[src/rtl/vr_rr_arbiter.sv]
// rtl/vr_rr_arbiter.sv - round-robin valid/ready arbiter with packet lock and registered output
//
// Merges NUM_REQ valid/ready requesters onto one registered valid/ready output.
// A requester that wins keeps the channel until its last beat is accepted.
//
// Ports:
//   clk            clock, all logic on posedge
//   rst            synchronous reset, active-high
//   req_data_in    requester i data at [i*WIDTH +: WIDTH]
//   req_last_in    per-requester last-beat flag
//   req_valid_in   per-requester valid
//   req_ready_out  per-requester ready, at most one bit set
//   data_out       downstream data (registered)
//   last_out       downstream last-beat flag (registered)
//   id_out         index of the requester that sourced the current beat
//   dn_valid_out   downstream valid (registered)
//   dn_ready_in    downstream ready
module vr_rr_arbiter #(
    parameter int  NUM_REQ = 4,
    parameter int  WIDTH   = 32,
    localparam int ID_W    = (NUM_REQ > 1) ? $clog2(NUM_REQ) : 1
) (
    input  logic                     clk,
    input  logic                     rst,
    input  logic [NUM_REQ*WIDTH-1:0] req_data_in,
    input  logic [NUM_REQ-1:0]       req_last_in,
    input  logic [NUM_REQ-1:0]       req_valid_in,
    output logic [NUM_REQ-1:0]       req_ready_out,
    output logic [WIDTH-1:0]         data_out,
    output logic                     last_out,
    output logic [ID_W-1:0]          id_out,
    output logic                     dn_valid_out,
    input  logic                     dn_ready_in
);

    typedef enum logic {
        IDLE   = 1'b0,
        LOCKED = 1'b1
    } state_t;

    state_t            state;
    logic [ID_W-1:0]   lock_id;
    logic [ID_W-1:0]   rr_ptr;

    logic              grant_vld;
    logic [ID_W-1:0]   grant;
    logic [ID_W-1:0]   next_ptr;
    logic [WIDTH-1:0]  grant_data;
    logic              grant_last;
    logic              grant_valid;
    logic              out_free;
    logic              dn_fire;
    logic              accept;

    assign out_free = !dn_valid_out || dn_ready_in;
    assign dn_fire  = dn_valid_out && dn_ready_in;

    // Grant: the owner while locked; otherwise the first valid requester
    // scanning upward from rr_ptr with wrap. The index is reduced modulo
    // NUM_REQ before use, so a non-power-of-2 count never yields id >= NUM_REQ.
    always_comb begin
        int          idx;
        logic [ID_W-1:0] idx_id;
        grant_vld = 1'b0;
        grant     = '0;
        idx       = 0;
        idx_id    = '0;
        if (state == LOCKED) begin
            grant_vld = 1'b1;
            grant     = lock_id;
        end else begin
            for (int k = 0; k < NUM_REQ; k++) begin
                idx = int'(rr_ptr) + k;
                if (idx >= NUM_REQ) begin
                    idx = idx - NUM_REQ;
                end
                idx_id = ID_W'(idx);
                if (!grant_vld && req_valid_in[idx_id]) begin
                    grant_vld = 1'b1;
                    grant     = idx_id;
                end
            end
        end
    end

    // Payload mux for the granted requester.
    always_comb begin
        grant_data  = '0;
        grant_last  = 1'b0;
        grant_valid = 1'b0;
        for (int k = 0; k < NUM_REQ; k++) begin
            if (grant == ID_W'(k)) begin
                grant_data  = req_data_in[k*WIDTH +: WIDTH];
                grant_last  = req_last_in[k];
                grant_valid = req_valid_in[k];
            end
        end
    end

    // Ready depends only on the grant and output space, never on the
    // owner's own valid, so no combinational loop through the requester.
    always_comb begin
        req_ready_out = '0;
        if (grant_vld && out_free) begin
            req_ready_out[grant] = 1'b1;
        end
    end

    assign accept   = grant_vld && out_free && grant_valid;
    assign next_ptr = (grant == ID_W'(NUM_REQ - 1)) ? '0 : grant + ID_W'(1);

    always_ff @(posedge clk) begin
        if (rst) begin
            state        <= IDLE;
            lock_id      <= '0;
            rr_ptr       <= '0;
            dn_valid_out <= 1'b0;
            data_out     <= '0;
            last_out     <= 1'b0;
            id_out       <= '0;
        end else begin
            // A new beat overwrites the register even when the old one fires
            // in the same cycle; that is what sustains one beat per cycle.
            if (accept) begin
                data_out     <= grant_data;
                last_out     <= grant_last;
                id_out       <= grant;
                dn_valid_out <= 1'b1;
            end else if (dn_fire) begin
                dn_valid_out <= 1'b0;
            end

            // rr_ptr moves only when a packet completes.
            if (state == IDLE) begin
                if (accept) begin
                    if (grant_last) begin
                        rr_ptr <= next_ptr;
                    end else begin
                        state   <= LOCKED;
                        lock_id <= grant;
                    end
                end
            end else begin
                if (accept && grant_last) begin
                    state  <= IDLE;
                    rr_ptr <= next_ptr;
                end
            end
        end
    end

endmodule

[config.mk]
export PLATFORM = sky130hd
export DESIGN_NAME = vr_rr_arbiter
export DESIGN_NICKNAME = d
export VERILOG_FILES = /design/src/rtl/vr_rr_arbiter.sv
export SDC_FILE = /design/constraint.sdc
export NUM_CORES = 1
export LEC_CHECK = 0
export CAP_MARGIN = 20
export CORE_ASPECT_RATIO = 2
export CORE_UTILIZATION = 38
export CTS_CLUSTER_DIAMETER = 120
export DETAILED_ROUTE_END_ITERATION = 10
export GPL_TIMING_DRIVEN = 0
export PLACE_DENSITY_LB_ADDON = 0.1
export SYNTH_ARGS = -nofsm -noshare
export SYNTH_HDL_FRONTEND = slang
export SYNTH_SLANG_ARGS = --single-unit
[constraint.sdc]
create_clock -name clk -period 3.75 [get_ports clk]
set_input_delay 0.375 -clock clk [delete_from_list [all_inputs] [get_ports clk]]
set_output_delay 0.375 -clock clk [all_outputs]
set_load 0.01 [all_outputs]
---- After elaboration in Yosys (flattened, before gate mapping) ----
Index checks and enable logic that the tools add are counted.
storage, ports and cells
  bits in registers ....................... 41
  bits of input ports ..................... 139
  output and inout port bits .............. 40
  logic and storage cells ................. 105
operators by class
  add/subtract/negate cells ............... 8
  magnitude comparators ................... 10
  eq/ne operators ......................... 4
  mux-type cells .......................... 55
  bitwise operators ....................... 2
  reductions and logical operators ........ 19
operators with widths
  cell                   count
  $mux W32               4
  $mux W2                18
  $mux W1                27
  $lt A2 B3 Y1 const B   5
  $ge A3 B3 Y1 const B   3
  $bmux W1 S2            4
  $logic_and A1 B1 Y1    8
  $sub A2 B1 Y2 const B  4
  $add A2 B2 Y3 const B  2
  $reduce_and A3 Y1      2
  $reduce_bool A2 Y1     3
  $eq A2 B2 Y1 const B   2
  $logic_not A1 Y1       4
  $mux W4                1
  $add A2 B1 Y3 const B  1
  $ge A2 B3 Y1 const B   1
  $add A2 B1 Y2 const B  1
  $demux W1 S2           1
  $eq A2 B1 Y1 const B   1
  $ge A2 B1 Y1 const B   1
  $logic_not A2 Y1       1
  $ne A2 B1 Y1 const B   1
  $not A1 Y1             2
  $logic_or A1 B1 Y1     1

---- Depth between registers and ports, before layout ----
Gate-level depths: netlist of the first run.
  depth after elaboration ................. 28
  mapped depth ............................ 14
  gate-level depth less buffers ........... 11

---- Worst setup path before layout of the first run ----
Ideal clock, no wire load.
  kind .................................... flip-flop to flip-flop
  from .................................... register rr_ptr[0]
  to ...................................... register data_out[5]
  library setup time ...................... 134 ps
  arrival ................................. 2372 ps
  required time ........................... 3616 ps
  slack ................................... 1244 ps
  stages on the path, launching flop included .. 15
  path buffers ............................ 3
  clock period less this slack ............ 2506 ps
  cell sequence ........................... dfxtp_1 inv_1 a221oi_2 a21oi_1 o31ai_4 inv_2 ha_1 buf_4 a211oi_1 o21ai_2 and2_1 buf_6 buf_6 nor2_1 nor3_1
between the ends
  longest elaborated chain between the ends .. 25
  elaborated cells on any way between the ends .. 60
  classes of those cells .................. 7 x add/sub; 4 x order compare; 3 x eq/ne; 37 x mux; 9 x reduce/logical
ends and longest elaborated chain
  element                                        line    source
  start, declared                                43      logic [ID_W-1:0] rr_ptr;
  start signal, assigned                         137     rr_ptr <= next_ptr;
  start signal, assigned                         146     rr_ptr <= next_ptr;
  $ge A2 B3 Y1 or $sub A2 B1 Y2 (tied branches)  74, 75
  $mux W2                                        74      if (idx >= NUM_REQ) begin
  $mux W2                                        68      if (state == LOCKED) begin
  $bmux W1 S2                                    78      if (!grant_vld && req_valid_in[idx_id]) begin
  $mux W1 (implied by the code)                  78
  $mux W1                                        78
  $mux W1                                        68
  $logic_not A1 Y1                               78
  [... 7 more ...]                               -
  $logic_not A1 Y1                               78
  $logic_and A1 B1 Y1                            78
  $mux W2 (*)                                    78
  $mux W2 (*)                                    68
  via grant[0]                                   46      logic [ID_W-1:0] grant;
  $logic_not A2 Y1                               92      if (grant == ID_W'(k)) begin
  $mux W1 (4 in a row)                           92
  $logic_and A1 B1 Y1                            109     assign accept = grant_vld && out_free && grant_valid;
  end signal, assigned                           125     data_out <= grant_data;
  end, declared                                  29      output logic [WIDTH-1:0] data_out,
The timed path passes the listed nets; every way through them passes the cells marked *. The select of a mux whose other input is x is not followed.
A chain may end at the register's enable or synchronous reset.

---- Worst setup path after layout of the first run ----
  from .................................... input port req_valid_in[1]
  to ...................................... output port req_ready_out[2]
between the ends
  longest elaborated chain between the ends .. 21
  elaborated cells on any way between the ends .. 34
  classes of those cells .................. 2 x order compare; 24 x mux; 8 x reduce/logical
ends and longest elaborated chain
  element                                                             line  source
  start, declared                                                     27    input logic [NUM_REQ-1:0] req_valid_in,
  $bmux W1 S2                                                         78
  $mux W1 (implied by the code)                                       78
  $mux W1                                                             78
  $mux W1                                                             68
  $logic_not A1 Y1                                                    78
  $logic_and A1 B1 Y1                                                 78
  $mux W1                                                             78
  $mux W1                                                             68
  [... 6 more ...]                                                    -
  $mux W2 (*)                                                         78
  $mux W2 (*)                                                         68
  via grant[0]                                                        46
  $lt A2 B3 Y1 (implied by the code) or $ge A2 B1 Y1 (tied branches)  105   req_ready_out[grant] = 1'b1;
  $logic_and A1 B1 Y1 (implied by the code)                           105
  $mux W1 (implied by the code)                                       105
  $demux W1 S2 (*)                                                    105
  $mux W4 (*)                                                         104   if (grant_vld && out_free) begin
  end, declared                                                       28    output logic [NUM_REQ-1:0] req_ready_out,
Marks and branches as above.

==> results.sh, run 1 <==
export IMPL_layout_commonest_cell="clkdlybuf4s50_1"
export IMPL_die_w_microns=60.3
export IMPL_cts_setup_buffers=0
export IMPL_yosys_warnings=0
export IMPL_powerDensity_nw_per_um2=808
export IMPL_slew_limit_headroom=0.648
export IMPL_rsz0062_at_grt="false"
export IMPL_setup_tns_ns=0
export IMPL_whs_path_depth=2
export IMPL_maxCapViolCount=0
export IMPL_post_route_util=0.704
export IMPL_cts_buffers=5
export IMPL_slew_viol_final=0
export IMPL_grt_pass1_vias=3371
export IMPL_synth_seq_cells=41
export IMPL_critPathArrivalTime_ns=3.18
export IMPL_ir_drop_mv=0.525
export IMPL_finalCritPeriodShare=0.948
export IMPL_hp_class="register to register"
export IMPL_vias=3309
export IMPL_power_mw=3.74
export IMPL_syn_avg_cell_area_sq_um=7.76
export IMPL_track_usage=0.294
export IMPL_synth_top_area_share=0.318
export IMPL_yosysUniqueCellTypes=39
export IMPL_dieArea_sq_um=7160
export IMPL_wl_microns=10200
export IMPL_postCtsResizedCells=0
export IMPL_multiInputGateArea_sq_um=1550
export IMPL_post_dp_hpwl_microns=7820
export IMPL_seq_area_frac_synth=0.318
export IMPL_status="complete, no violations"
export IMPL_syn_nets=476
export IMPL_period_minus_slack_ns=3.56
export IMPL_cp_end_kind="primary output"
export IMPL_synthFlopType="dfxtp_1"
export IMPL_final_cell_mix="177 x clkdlybuf4s50_1, 64 x nor2_1, 61 x nor3_1, 41 x dfxtp_1, 37 x a211oi_1"
export IMPL_dp_cells=598
export IMPL_final_cells=605
export IMPL_cts_buffer_depth=2
export IMPL_seqCellArea_sq_um=821
export IMPL_r2r_slack_ns=0.76
export IMPL_ioPinCount=179
export IMPL_holdWs_ns=0.471
export IMPL_hold_viol=0
export IMPL_r2r_start="rr_ptr[0]"
export IMPL_worst_r2r_path_depth=11
export IMPL_antenna_found_initial=0
export IMPL_grt_pass1_wl_microns=16100
export IMPL_rr_endpoint="data_out[2]"
export IMPL_fmax_mhz=281
export IMPL_synth_area_top_cells="dfxtp_1 32%, nor3_1 12%, a211oi_1 11%"
export IMPL_clk_pin_slew_ns=0.06
export IMPL_critPathKind="input pin to primary output"
export IMPL_portBuffers=177
export IMPL_cts_tree="built"
export IMPL_yosysTopAreaCell="dfxtp_1"
export IMPL_viasPerCell=5.47
export IMPL_postPlaceCellArea_sq_um=4470
export IMPL_antenna_cells=0
export IMPL_critPathRequiredTime_ns=3.38
export IMPL_clk_latency_ns=0.28
export IMPL_clockRootBuffer="clkbuf_16"
export IMPL_setup_viol_count_final=0
export IMPL_drcViolationCount=0
export IMPL_synth_async_reset_ratio=0
export IMPL_grt_max_degree=20
export IMPL_finClkSkew_ns=0.00576
export IMPL_crit_fanout=10
export IMPL_start_kind="input pin"
export IMPL_hold_buffers=0
export IMPL_netlist_area_sq_um=2580
export IMPL_syn_to_final_growth_pct=78.8
export IMPL_nFillCells=569
export IMPL_ant_nets=0
export IMPL_gp_congestion=0.843
export IMPL_gr_total_overflow=0
export IMPL_holdPathEnd="last_out"
export IMPL_dp_worst_setup_slack_ns=-0.0982
export IMPL_first_iter_violations=174
export IMPL_drive_gt1_frac=0.0851
export IMPL_cts_sinks=41
export IMPL_design_area_sq_um=4620
export IMPL_synth_edf_count=0
export IMPL_leakagePower_nw=1.66
export IMPL_drtPass1Iterations=4
export IMPL_start_util=0.394
export IMPL_cts_htree_levels=2
export IMPL_nNetsFinal=659
export IMPL_coreArea_sq_um=6570
export IMPL_worst_pin_slew_ns=0.528
export IMPL_fin_ws_ns=0.194
export IMPL_die_h_microns=119
export IMPL_syn_inst=333
export IMPL_wl_per_cell_microns=16.9
export IMPL_row_count=42
export IMPL_min_from="last_out"
layout make-up:
| type | instances | area share |
|---|---|---|
| Tap cell | 88 | 0.0238 |
| Inverter | 6 | 0.00487 |
| Sequential cell | 41 | 0.178 |
| Multi-Input combinational cell | 252 | 0.335 |
| Clock inverter | 1 | 0.00108 |
| Clock buffer | 7 | 0.0330 |
| Buffer | 33 | 0.0414 |
| Timing Repair Buffer | 177 | 0.383 |
worst max path at each step:
stage | from | endpoint | slack (ns)
after floorplan | rr_ptr[0] | data_out[5] | 1.24
after global placement | req_valid_in[1] | req_ready_out[3] | -0.08
after detailed placement | req_valid_in[1] | req_ready_out[3] | -0.1
after CTS | req_valid_in[1] | req_ready_out[3] | 0.14
after global routing | req_valid_in[1] | req_ready_out[2] | 0.07
final | req_valid_in[1] | req_ready_out[2] | 0.19
synth_stat cells (all sizes together) (4+ instances only):
| cell | instances |
|---|---|
| nor2 | 72 |
| nor3 | 64 |
| dfxtp | 41 |
| a211oi | 39 |
| a221oi | 32 |
| buf | 17 |
| clkbuf | 17 |
| nand2 | 8 |
| inv | 6 |
| a21oi | 5 |
| and2 | 5 |
| ha | 4 |
state kept, by name (all words and copies together), names as in the netlist, named ones only:
register and flops:
data_out 32, dn_valid_out 1, id_out 2, last_out 1, lock_id 2, rr_ptr 2
logic make-up after synthesis:
family                   Yosys count  share of synthesized area
flip-flops                        41                      0.318
AO/OA/AOI/OAI                     87                      0.280
adder cells (fa/ha/maj)            4                     0.0194
buffers and inverters             40                     0.0833
AND/OR/NAND/NOR                  161                      0.300
worst max-delay path, stage by stage:
cell             delay [ns]
clkdlybuf4s50_1        0.55
inv_1                  0.09
a221oi_2               0.28
a21oi_1                0.10
o31ai_4                0.35
inv_2                  0.11
ha_1                   0.20
buf_4                  0.16
clkbuf_1               0.25
and2_1                 0.22
clkdlybuf4s50_1        0.48
where the power goes:
| part | internal (mW) | total, mW | switching (mW) |
|---|---|---|---|
| Combinational | 1.19 | 2.59 | 1.40 |
| Sequential | 0.603 | 0.700 | 0.0973 |
| Clock | 0.282 | 0.446 | 0.164 |
| Total | 2.07 | 3.74 | 1.66 |
metal layers:
layer  wire (microns)  track usage  share of wire  vias to the layer above
li1                 -            -              -                     1605
met1             3680        0.306           0.36                     1533
met2             5510        0.533           0.54                      146
met3              656       0.0558          0.064                       25
met4              353        0.129          0.035                        0
met5                0            0              0                        -
No activity file was read; power rests on OpenSTA's default activity.
==> run 2: changes to the inputs <==
--- a/config.mk
+++ b/config.mk
@@ -6,10 +6,11 @@
 export NUM_CORES = 1
 export LEC_CHECK = 0
 export CAP_MARGIN = 20
-export CORE_ASPECT_RATIO = 2
-export CORE_UTILIZATION = 38
+export CORE_AREA = 2 2 68 70
 export CTS_CLUSTER_DIAMETER = 120
 export DETAILED_ROUTE_END_ITERATION = 10
+export DIE_AREA = 0 0 70 72
+export DONT_BUFFER_PORTS = 1
 export GPL_TIMING_DRIVEN = 0
 export PLACE_DENSITY_LB_ADDON = 0.1
 export SYNTH_ARGS = -nofsm -noshare
==> run 2 against run 1 <==
  * Non-clock buffer count down 176
  * Register-to-register slack improved by 0.13 ns
  * Routed wire length is 24% lower
  * Hold slack lost 0.15 ns
  * Sequential cell count unchanged
  * Critical endpoint is now req_ready_out[3]
==> results.sh, run 2 (synthesis results as in run 1) <==
export IMPL_setup_tns_ns=0
export IMPL_cp_end_kind="primary output"
export IMPL_track_usage=0.302
export IMPL_nNetsFinal=483
export IMPL_die_h_microns=72
export IMPL_leakagePower_nw=0.945
export IMPL_worst_r2r_path_depth=13
export IMPL_slowest_stage="dfxtp_1"
export IMPL_fin_ws_ns=0.624
export IMPL_finalCritPeriodShare=0.834
export IMPL_status="complete, no violations"
export IMPL_crit_fanout=10
export IMPL_row_count=24
export IMPL_finClkSkew_ns=0.00424
export IMPL_swShare=0.491
export IMPL_antenna_cells=0
export IMPL_intPower_mw=1.56
export IMPL_maxCapViolCount=0
export IMPL_dp_worst_setup_slack_ns=0.904
export IMPL_dieArea_sq_um=5040
export IMPL_cts_buffer_depth=2
export IMPL_cts_setup_buffers=0
export IMPL_ir_drop_mv=0.498
export IMPL_rsz0062_at_grt="false"
export IMPL_cts_buffers=5
export IMPL_r2r_start="rr_ptr[0]"
export IMPL_min_from="req_data_in[113]"
export IMPL_gp_congestion=0.844
export IMPL_powerDensity_nw_per_um2=1120
export IMPL_cts_sinks=41
export IMPL_drcViolationCount=0
export IMPL_crit_chain="inv_1 > a221oi_2 > a21oi_1 > o31ai_4 > ha_1 > buf_2 > buf_2 > buf_1 > and2_1"
export IMPL_cts_tree="built"
export IMPL_hold_viol=0
export IMPL_die_w_microns=70
export IMPL_slew_limit_headroom=0.642
export IMPL_viasPerCell=6.73
export IMPL_p_switching_mw=1.51
export IMPL_largest_register_ffs=32
export IMPL_slew_viol_final=0
export IMPL_ioPinCount=179
export IMPL_clk_latency_ns=0.29
export IMPL_drtPass1Iterations=4
export IMPL_clockRootBuffer="clkbuf_8"
export IMPL_syn_to_final_growth_pct=5.61
export IMPL_first_iter_violations=110
export IMPL_critPathArrivalTime_ns=2.75
export IMPL_wl_per_cell_microns=19.7
export IMPL_ant_nets=0
export IMPL_comb_power_share=0.652
export IMPL_post_route_util=0.640
export IMPL_critPathRequiredTime_ns=3.38
export IMPL_critPathKind="register to primary output"
export IMPL_r2r_slack_ns=0.89
export IMPL_layout_commonest_cell="nor2_1"
export IMPL_hp_class="input pin to register"
export IMPL_cts_htree_levels=2
export IMPL_max_stage_delay_ns=0.40
export IMPL_period_minus_slack_ns=3.13
export IMPL_regMostFlops="data_out"
export IMPL_gr_total_overflow=0
export IMPL_start_util=0.606
export IMPL_drive_gt1_frac=0.120
export IMPL_portBuffers=0
export IMPL_antenna_found_initial=0
export IMPL_worst_pin_slew_ns=0.538
export IMPL_coreArea_sq_um=4260
export IMPL_whs_path_depth=2
export IMPL_clk_pin_slew_ns=0.08
export IMPL_hold_buffers=0
export IMPL_start_kind="register"
export IMPL_grt_pass1_vias=2431
export IMPL_setup_viol_count_final=0
export IMPL_post_dp_hpwl_microns=5980
export IMPL_grt_max_degree=12
export IMPL_cp_common_cell="buf_2"
export IMPL_grt_pass1_wl_microns=12200
export IMPL_vias=2646
export IMPL_holdPathEnd="data_out[17]"
export IMPL_seqPwrFrac=0.257
export IMPL_fmax_mhz=320
export IMPL_nFillCells=410
export IMPL_clkPwrFrac=0.091
export IMPL_postCtsResizedCells=0
export IMPL_holdWs_ns=0.322
export IMPL_wl_microns=7740
export IMPL_rr_endpoint="data_out[13]"
export IMPL_final_cell_mix="64 x nor2_1, 61 x nor3_1, 41 x dfxtp_1, 37 x a211oi_1, 31 x a221oi_1"
==> run 2: cell count changes in the layout (fill, tap and decap cells not counted), sizes merged <==
cell	previous run	this run
buf	15	17
clkdlybuf4s50	177	0
clkinv	1	0
==> run 2: worst max path at each step <==
| stage | start | to | slack, ns | depth (start not counted) |
|---|---|---|---|---|
| final | rr_ptr[0] | req_ready_out[3] | 0.62 | 9 |
| after global routing | rr_ptr[0] | req_ready_out[3] | 0.43 | 9 |
| after CTS | rr_ptr[0] | req_ready_out[3] | 0.62 | 9 |
| after detailed placement | rr_ptr[0] | data_out[13] | 0.90 | 13 |
| after global placement | rr_ptr[0] | data_out[13] | 0.97 | 13 |
| after floorplan | rr_ptr[0] | data_out[5] | 1.24 | 14 |
==> run 2: layout make-up <==
cell class,instances,area [sq um],area share
Multi-Input combinational cell,252,1550,0.567
Sequential cell,41,821,0.301
Buffer,34,193,0.0706
Clock buffer,8,80.1,0.0293
Tap cell,52,65.1,0.0238
Inverter,6,22.5,0.00825
==> run 2: through the flow <==
step / power (mW) / cells / instance area, sq um
after detailed placement: 2.81 / 385 / 2650
after CTS: 3.09 / 393 / 2730
after global routing: 3.36 / 393 / 2730
final: 3.07 / 393 / 2730
after floorplan: 2.40 / 333 / 2580
after global placement: 2.76 / 385 / 2650
==> run 2: power by group through the flow <==
stage / Clock (mW) / Combinational, mW / Sequential [mW]
after detailed placement: 0 / 2.01 / 0.797
final: 0.279 / 2.00 / 0.788
after global placement: 0 / 1.96 / 0.798
after floorplan: 0 / 1.64 / 0.756
after global routing: 0.298 / 2.26 / 0.805
after CTS: 0.283 / 2.02 / 0.788
==> run 2: critical path, delay by kind of cell, from the launching register on <==
family,cells,cell delay [ns]
buffers and inverters,4,0.94
AO/OA/AOI/OAI,3,0.66
flip-flops,1,0.40
AND/OR/NAND/NOR,1,0.27
adder cells (fa/ha/maj),1,0.20
==> run 2: metal layers <==
metal	global-route usage	part of all wire
met5	0	0
met4	0.0855	0.017
met3	0.0861	0.091
met2	0.509	0.49
met1	0.381	0.40
